<file path="src/rtl/wrapping_increment_counter_pkg.sv">
// Shared helpers for the wrapping increment counter.
// Also provides the CLOG2 width macro when no common header has already defined it.
`ifndef CLOG2
`define CLOG2(x) $clog2(x)
`endif

package wrapping_increment_counter_pkg;

  // True when value is a non-zero power of two.
  function automatic bit is_pow2(input int unsigned value);
    return (value != 0) && ((value & (value - 1)) == 0);
  endfunction

endpackage

</file>
<file path="src/rtl/wrapping_increment_counter.sv">
// Modulo-RANGE counter with clear/load/increment requests and a one-cycle wrap pulse.
// Priority: clear > load > increment. Power-of-two ranges wrap on the adder carry;
// other ranges compare the widened sum against RANGE and subtract once.
module wrapping_increment_counter
  import wrapping_increment_counter_pkg::*;
#(
  parameter int unsigned RANGE       = 4,
  parameter int unsigned RANGE_LOG2  = `CLOG2(RANGE),
  parameter int unsigned RESET_VALUE = 0
) (
  input  logic                  clock,
  input  logic                  reset,
  input  logic                  clear,
  input  logic                  load,
  input  logic [RANGE_LOG2-1:0] load_value,
  input  logic                  increment,
  input  logic [RANGE_LOG2-1:0] increment_amount,
  output logic [RANGE_LOG2-1:0] count,
  output logic                  count_is_max,
  output logic                  wrapped
);

  localparam bit                    RANGE_IS_POW2 = is_pow2(RANGE);
  localparam logic [RANGE_LOG2-1:0] COUNTER_MAX   = RANGE_LOG2'(RANGE - 1);
  localparam logic [RANGE_LOG2-1:0] RESET_COUNT   = RANGE_LOG2'(RESET_VALUE);

  logic [RANGE_LOG2-1:0] count_q, count_d;
  logic                  wrapped_q, wrapped_d;

  // Datapath results consumed by the next-state logic
  logic [RANGE_LOG2-1:0] inc_next;
  logic                  inc_wrap;
  logic [RANGE_LOG2-1:0] load_sel;

  // Widened sum so the carry out of the count width is visible
  logic [RANGE_LOG2:0]   inc_sum;
  assign inc_sum = {1'b0, count_q} + {1'b0, increment_amount};

  if (RANGE_IS_POW2) begin : g_pow2
    // Every load_value is in range and the carry is exactly the wrap condition
    assign inc_next = inc_sum[RANGE_LOG2-1:0];
    assign inc_wrap = inc_sum[RANGE_LOG2];
    assign load_sel = load_value;
  end else begin : g_non_pow2
    localparam logic [RANGE_LOG2:0] RANGE_EXT = (RANGE_LOG2 + 1)'(RANGE);

    logic [RANGE_LOG2:0] inc_diff;
    assign inc_diff = inc_sum - RANGE_EXT;
    assign inc_wrap = (inc_sum >= RANGE_EXT);
    // A single subtraction; an illegal step may still leave the count out of range
    assign inc_next = inc_wrap ? inc_diff[RANGE_LOG2-1:0] : inc_sum[RANGE_LOG2-1:0];
    // Out-of-range loads saturate to the top count
    assign load_sel = (load_value > COUNTER_MAX) ? COUNTER_MAX : load_value;

    // Flag illegal requests that actually take effect this cycle
    always @(posedge clock) begin
      if (!reset && !clear && load) begin
        assert (load_value <= COUNTER_MAX)
          else $warning("wrapping_increment_counter: load_value %0d out of range", load_value);
      end
      if (!reset && !clear && !load && increment) begin
        assert (increment_amount <= COUNTER_MAX)
          else $warning("wrapping_increment_counter: increment_amount %0d out of range",
                        increment_amount);
      end
    end
  end

  // Next-state selection by request priority; wrap pulses only for a winning increment
  always_comb begin
    count_d   = count_q;
    wrapped_d = 1'b0;
    if (clear) begin
      count_d = RESET_COUNT;
    end else if (load) begin
      count_d = load_sel;
    end else if (increment) begin
      count_d   = inc_next;
      wrapped_d = inc_wrap;
    end
  end

  // Count and wrap-pulse registers with asynchronous reset
  always_ff @(posedge clock or posedge reset) begin
    if (reset) begin
      count_q   <= RESET_COUNT;
      wrapped_q <= 1'b0;
    end else begin
      count_q   <= count_d;
      wrapped_q <= wrapped_d;
    end
  end

  assign count        = count_q;
  assign wrapped      = wrapped_q;
  assign count_is_max = (count_q == COUNTER_MAX);

endmodule

</file>
<file path="config.mk">
export PLATFORM = sky130hd
export DESIGN_NAME = wrapping_increment_counter
export DESIGN_NICKNAME = d
export VERILOG_FILES = /design/src/rtl/wrapping_increment_counter_pkg.sv /design/src/rtl/wrapping_increment_counter.sv
export SDC_FILE = /design/constraint.sdc
export NUM_CORES = 1
export LEC_CHECK = 0
export BUFFER_PORTS_ARGS = -buffer_cell sky130_fd_sc_hd__clkbuf_2
export CORE_AREA = 2 2 39 41
export DETAILED_ROUTE_END_ITERATION = 10
export DIE_AREA = 0 0 41 43
export MAX_ROUTING_LAYER = met4
export SETUP_SLACK_MARGIN = 0.05
export SLEW_MARGIN = 20
export SYNTH_ARGS = -nofsm -noshare
export SYNTH_HDL_FRONTEND = slang
export SYNTH_SLANG_ARGS = --single-unit
export TNS_END_PERCENT = 1
</file>
<file path="constraint.sdc">
create_clock -name clock -period 1.6 [get_ports clock]
set_clock_uncertainty 0.1 [all_clocks]
set_input_delay 0.08 -clock clock [delete_from_list [all_inputs] [get_ports clock]]
set_output_delay 0.08 -clock clock [all_outputs]
set_load 0.02 [all_outputs]
</file>
Word-level counts from Yosys, hierarchy flattened
Cells that the tools add are included.
{"block": "op_classes", "add_sub_neg": 1, "n_eq_ne": 1, "muxes": 6, "n_reduce_logical": 1}
{"op": "$mux 2", "n": 3}
{"op": "$add 2x2->3", "n": 1}
{"op": "$mux 1", "n": 3}
{"op": "$reduce_bool 3->1", "n": 1}
{"op": "$eq 2x2->1 const B", "n": 1}
{"block": "word_totals", "regBits": 3, "out_inout_bits": 4, "word_cells": 11}

Depth between registers and ports, before layout
Gate-level depths: netlist of the first run.
{"block": "depth", "ltp_word": 4, "depth_mapped": 5, "mapped_depth_nobuf": 5}

Worst setup path before layout of the first run
OpenSTA, ideal clock, no wires.
{"block": "synth_timing", "path_type": "flip-flop to flip-flop", "from": "register count_q[0] (netlist: count[0])", "to": "register count_q[1] (netlist: count[1])", "arrival_time_ns": 1.464, "slack_ns": -0.068, "path_stages_with_launch": 6, "period_less_slack_ns": 1.668, "path_cell_list": "dfrtp_1 -> ha_1 -> inv_1 -> fa_1 -> and2_2 -> o41ai_2"}
{"block": "synth_between", "elab_chain_cells": 4}
{"element": "start: declaration", "line_no": "wrapping_increment_counter.sv:27", "text": "logic [RANGE_LOG2-1:0] count_q, count_d;"}
{"element": "start signal: assignment", "line_no": "wrapping_increment_counter.sv:89", "text": "count_q <= count_d;"}
{"element": "$add 2x2->3", "line_no": "wrapping_increment_counter.sv:37", "text": "assign inc_sum = {1'b0, count_q} + {1'b0, increment_amount};"}
{"element": "$mux 2", "line_no": "wrapping_increment_counter.sv:77", "text": "end else if (increment) begin"}
{"element": "$mux 2", "line_no": "wrapping_increment_counter.sv:75", "text": "end else if (load) begin"}
{"element": "$mux 2", "line_no": "wrapping_increment_counter.sv:73", "text": "if (clear) begin"}
No other way between the ends. The select of a mux whose other input is x is not followed.
A chain may end at the register's enable or synchronous reset.

Worst setup path after layout of the first run
Ends and elaborated chain as after synthesis.

==> impl_metrics.toml, run 1 <==
[drt]
routedWlPerCell_um = 9.27
vias_per_cell = 3.66
drt-total-wl_um = 519
dr.pass1.iters = 2
drcViolationCount = 0
vias = 205
drt-initial-drc-count = 1
final_antenna_net_count = 0

[worst_hold_path]
hold_start = "load_value[0]"
hold_path_class = "primary input to flop"

[setup_path]
startpoint_type = "flop"
r2r_start = "count[0]$_DFFE_PP0P_"
cp.arrival_ns = 1.61
worstPathRequired_ns = 1.63
criticalPathCategory = "flop to flop"
max_stage_delay_ns = 0.41
crit_chain = "ha_4, inv_2, fa_1, and2_4, o41ai_4"
crit_start = "count[0]$_DFFE_PP0P_"
endpoint_kind = "flop"
rrSetupSlack_ns = 0.01
cp_max_fo = 2
cpMaxStageDelayCell = "dfrtp_2"

[logic_synthesis]
syn_area_per_cell_um2 = 10.8
syn-cell-area_um2 = 205
syn_nets = 30
syn_inst = 19
yosysSeqAreaShare_pct = 36.6
synth-seq-cells = 3
ys_types = 13
ys_warn_count = 0

[floorplanning]
io_pins = 13
dieArea_um2 = 1760
fp.dieH_um = 43
row_count = 14
die_w_um = 41
initial_core_util_pct = 14.8
core_area_um2 = 1380

[timing]
tightest_slew_ns = 0.313
rsz0062_at_grt = "yes"
fmax_ghz = 0.630
min_period_over_period_pct = 99.2
min_period_ns = 1.59
finalHoldViolCount = 0
finalSetupViolCount = 0
timing.slew.headroom_pct = 78.8
slew_viol_final = 0

[cts]
cts_sinks = 3
post_cts_buffers = 0
root_buffer = "clkbuf_4"
worst_skew_pair.late_latency_ns = 0.24
cts_buffer_depth = 2
tritoncts = "yes"
clkTransAtPathRegs_ns = 0.04
htreeDepth = 1
numCtsBuffers = 3

[grt]
overflow = 0
antenna_found_initial = 0
grt_pass1_wl_um = 800
grt_use_total_pct = 7.83
first_global_vias = 231
grt_max_degree = 6

[final_layout]
final_common_cell = "clkbuf_2"
num_antenna_cells = 0
fin_cells = 56
final_nets = 52
most-common-layout-cells = "12 x clkbuf_2, 4 x inv_1, 4 x dlygate4sd3_1, 3 x clkbuf_4, 2 x dfrtp_1"
syn2layout_area_growth_pct = 87.8
drive_above_1_share_pct = 55.0

[placed_design]
gp_congestion = 0.703
dp_hpwl_um = 368
dp_cells = 48
io_buffers = 12

[pwr]
ir_worst_vdd_uv = 271
p_total_mw = 0.296
p_per_area_nw_per_um2 = 768
leakage_nw = 0.195

[run_status]
status = "finished, final reports clean"

[flow_run]
drv_cap = 0
## path summary, 6_finish.rpt
| kind | to | cells past startpoint |
|---|---|---|
| min reg2reg | count[1]$_DFFE_PP0P_ | 2 |
| max in group asynchronous | count[0]$_DFFE_PP0P_ | 3 |
| max reg2reg | count[1]$_DFFE_PP0P_ | 5 |
| min | count[0]$_DFFE_PP0P_ | 3 |
| min in group asynchronous | count[0]$_DFFE_PP0P_ | 3 |
| max | count[1]$_DFFE_PP0P_ | 5 |
## logic make-up after synthesis
group,share of synthesized area (%)
multiplexers,4.88
adder cells (fa/ha/maj),15.9
buffers and inverters,9.15
AO/OA/AOI/OAI,14.0
flip-flops,36.6
AND/OR/NAND/NOR,19.5
## flip-flops by register name (all words and copies together) (netlist names)
register	flops
count	2
wrapped	1
## Yosys cell counts (all sizes together)
| master | instances | area (um^2) |
|---|---|---|
| inv | 5 | 18.8 |
| nor2 | 1 | 3.75 |
| nand3b | 1 | 7.51 |
| dfrtp | 3 | 75.1 |
| mux2i | 1 | 10.0 |
| ha | 1 | 12.5 |
| fa | 1 | 20.0 |
| o41ai | 1 | 16.3 |
| nor4b | 1 | 8.76 |
| a211oi | 1 | 12.5 |
| nor2b | 1 | 6.26 |
| and2 | 2 | 13.8 |
## repair_timing
item / CTS / global route
gates cloned: 0 / 0
hold endpoints to repair: 6 / 0
setup endpoints to repair: 1 / 1
resized for setup: 1 / 1
hold buffers: 4 / 0
## layer usage
| metal | wire (um) | GRT usage, % |
|---|---|---|
| met1 | 194 | 6.77 |
| met3 | 29 | 1.57 |
| met2 | 295 | 10.6 |
| met5 | 0 | - |
| met4 | 0 | 12.0 |
## per-stage QoR
step | utilization, % | worst slack (ns) | TNS, ns | area [um^2] | hold slack, ns
global route | 27.8 | -0.0493 | -0.0493 | 385 | 0.0574
finish | 27.8 | 0.0129 | 0 | 385 | 0.0445
detailed placement | 22.2 | 0.00520 | 0 | 308 | -0.170
floorplan | - | 0.0164 | 0 | 220 | -0.266
global placement | 22.2 | 0.0285 | 0 | 308 | -0.172
CTS | 27.0 | -0.00582 | -0.00582 | 374 | 0.0477
## cell type report
type,count,area [um^2]
Sequential cell,3,76.3
Fill cell,151,998
Inverter,5,18.8
Clock buffer,4,26.3
Multi-Input combinational cell,11,136
Timing Repair Buffer,17,108
Tap cell,16,20.0
## where the power goes
part           switching, mW  total (mW)  leakage [nW]  internal, mW
clock                 0.0414       0.135        0.0150        0.0936
sequential           0.00458      0.0859        0.0384        0.0813
combinational         0.0363      0.0751         0.142        0.0388
total                 0.0822       0.296         0.195         0.214
## critical path: cells and delay by family, from the launching register on
kind	cells	cell delay (ns)
compound gates	1	0.21
buf+inv	1	0.04
flops	1	0.41
fa+ha+maj	2	0.55
simple gates	1	0.16
Note: power is estimated with default switching activity, not from simulation.
==> inputs of run 2 (changes only) <==
- SETUP_SLACK_MARGIN: 0.05 -> 0.5
==> impl_metrics.toml, run 2 (synthesis results as in run 1) <==
[grt]
antenna_found_initial = 0
grt_pass1_wl_um = 772
grt_use_total_pct = 7.62
grt_max_degree = 6
overflow = 0
first_global_vias = 219

[cts]
cts_sinks = 3
tritoncts = "yes"
worst_skew_pair.late_latency_ns = 0.24
htreeDepth = 1
cts_buffer_depth = 2
numCtsBuffers = 3
post_cts_buffers = 0
root_buffer = "clkbuf_4"
clkTransAtPathRegs_ns = 0.04

[drt]
routedWlPerCell_um = 9.09
drcViolationCount = 0
drt-initial-drc-count = 0
drt-total-wl_um = 518
dr.pass1.iters = 1
vias_per_cell = 3.75
vias = 214
final_antenna_net_count = 0

[timing]
finalHoldViolCount = 0
holdWs_ns = 0.00999
min_period_over_period_pct = 99.3
fmax_ghz = 0.629
finalSetupViolCount = 0
timing.slew.headroom_pct = 83.9
tightest_slew_ns = 0.241
min_period_ns = 1.59
slew_viol_final = 0
rsz0062_at_grt = "yes"

[placed_design]
io_buffers = 12
gp_congestion = 0.703
dp_cells = 48
dp_hpwl_um = 368

[pwr]
p_int_mw = 0.220
p_total_mw = 0.304
switching_share_pct = 27.4
p_sw_mw = 0.0833
p_per_area_nw_per_um2 = 725
leakage_nw = 0.205
pwr-share-clk_pct = 44.3
comb_power_share_pct = 27.4
ir_worst_vdd_uv = 275
p_seq_share_pct = 28.3

[final_layout]
num_antenna_cells = 0
final_nets = 53
most-common-layout-cells = "10 x clkbuf_2, 5 x dlygate4sd3_1, 4 x inv_1, 3 x clkbuf_4"
largest_reg_flops = 2
final_common_cell = "clkbuf_2"
final_util_pct = 30.3
drive_above_1_share_pct = 56.1
syn2layout_area_growth_pct = 104
fin_cells = 57

[worst_hold_path]
hold_path_class = "primary input to flop"

[floorplanning]
core_area_um2 = 1380
io_pins = 13
row_count = 14
die_w_um = 41
fp.dieH_um = 43
initial_core_util_pct = 14.8
dieArea_um2 = 1760

[setup_path]
max_stage_delay_ns = 0.41
endpoint_kind = "flop"
cpMaxStageDelayCell = "dfrtp_2"
startpoint_type = "flop"
crit_chain = "ha_4, inv_2, fa_1, and2_4, o41ai_4"
cp_max_fo = 2
cp.arrival_ns = 1.61
worstPathRequired_ns = 1.63
criticalPathCategory = "flop to flop"

[run_status]
status = "finished, final reports clean"

[flow_run]
drv_cap = 0
## run 2: cell count changes in the layout (fill, tap and decap cells not counted)
cell,delta
nor4b_2,+1
dlygate4sd3_1,+1
clkbuf_8,+2
nor4b_1,-1
clkbuf_2,-2
## run 2: worst max-delay path: cells and delay by family (launching register included)
family / cells / cell delay [ns]
adders and majority gates: 2 / 0.55
DFF: 1 / 0.41
AOI/OAI and AO/OA: 1 / 0.21
and+or+nand+nor: 1 / 0.16
buffers and inverters: 1 / 0.04
## run 2: repair_timing
item                                    CTS  global route
hold endpoints to repair                  6             1
hold buffers                              3             2
endpoints found under the setup margin    5             5
resized for setup                         6             1
pin swaps                                 2             1
## run 2: layer usage
layer | global-route usage, % | vias up | part of all wire (%)
li1 | - | 107 | -
met1 | 6.77 | 99 | 38
met2 | 10.0 | 8 | 56
met3 | 1.57 | 0 | 5.4
met4 | 12.0 | 0 | 0
met5 | - | - | 0
## run 2: area by class of cell
class / count / area (um^2)
fill: 151 / 965
clock buffer: 4 / 26.3
timing repair buffer: 18 / 135
inverter: 5 / 18.8
multi-input combinational: 11 / 143
sequential: 3 / 76.3
tap: 16 / 20.0
## run 2: stage by stage
stage	setup WS (ns)	cell area (um^2)	setup TNS, ns
floorplan	0.0164	220	0
global placement	0.0285	308	0
detailed placement	0.00520	308	0
CTS	-0.00580	388	-0.00580
global route	-0.0493	419	-0.0493
finish	0.0109	419	0
## run 2: final timing paths
kind / from / to / slack [ns] / cells after the start
worst max-delay path: count[0]$_DFFE_PP0P_ / count[1]$_DFFE_PP0P_ / 0.01 / 5
worst min-delay path: clear / count[1]$_DFFE_PP0P_ / 0.01 / 2
worst max register to register: count[0]$_DFFE_PP0P_ / count[1]$_DFFE_PP0P_ / 0.01 / 5
worst min register to register: count[1]$_DFFE_PP0P_ / count[1]$_DFFE_PP0P_ / 0.66 / 2
max in group asynchronous: reset / count[0]$_DFFE_PP0P_ / 1.12 / 3
min in group asynchronous: reset / count[0]$_DFFE_PP0P_ / 0.14 / 3
## run 2: power groups by stage
stage	registers (mW)	logic, mW	clock network, mW
detailed placement	0.0870	0.0624	0
global placement	0.0867	0.0605	0
finish	0.0860	0.0833	0.134
global route	0.0866	0.0921	0.147
CTS	0.0860	0.0757	0.139
floorplan	0.0926	0.0286	0
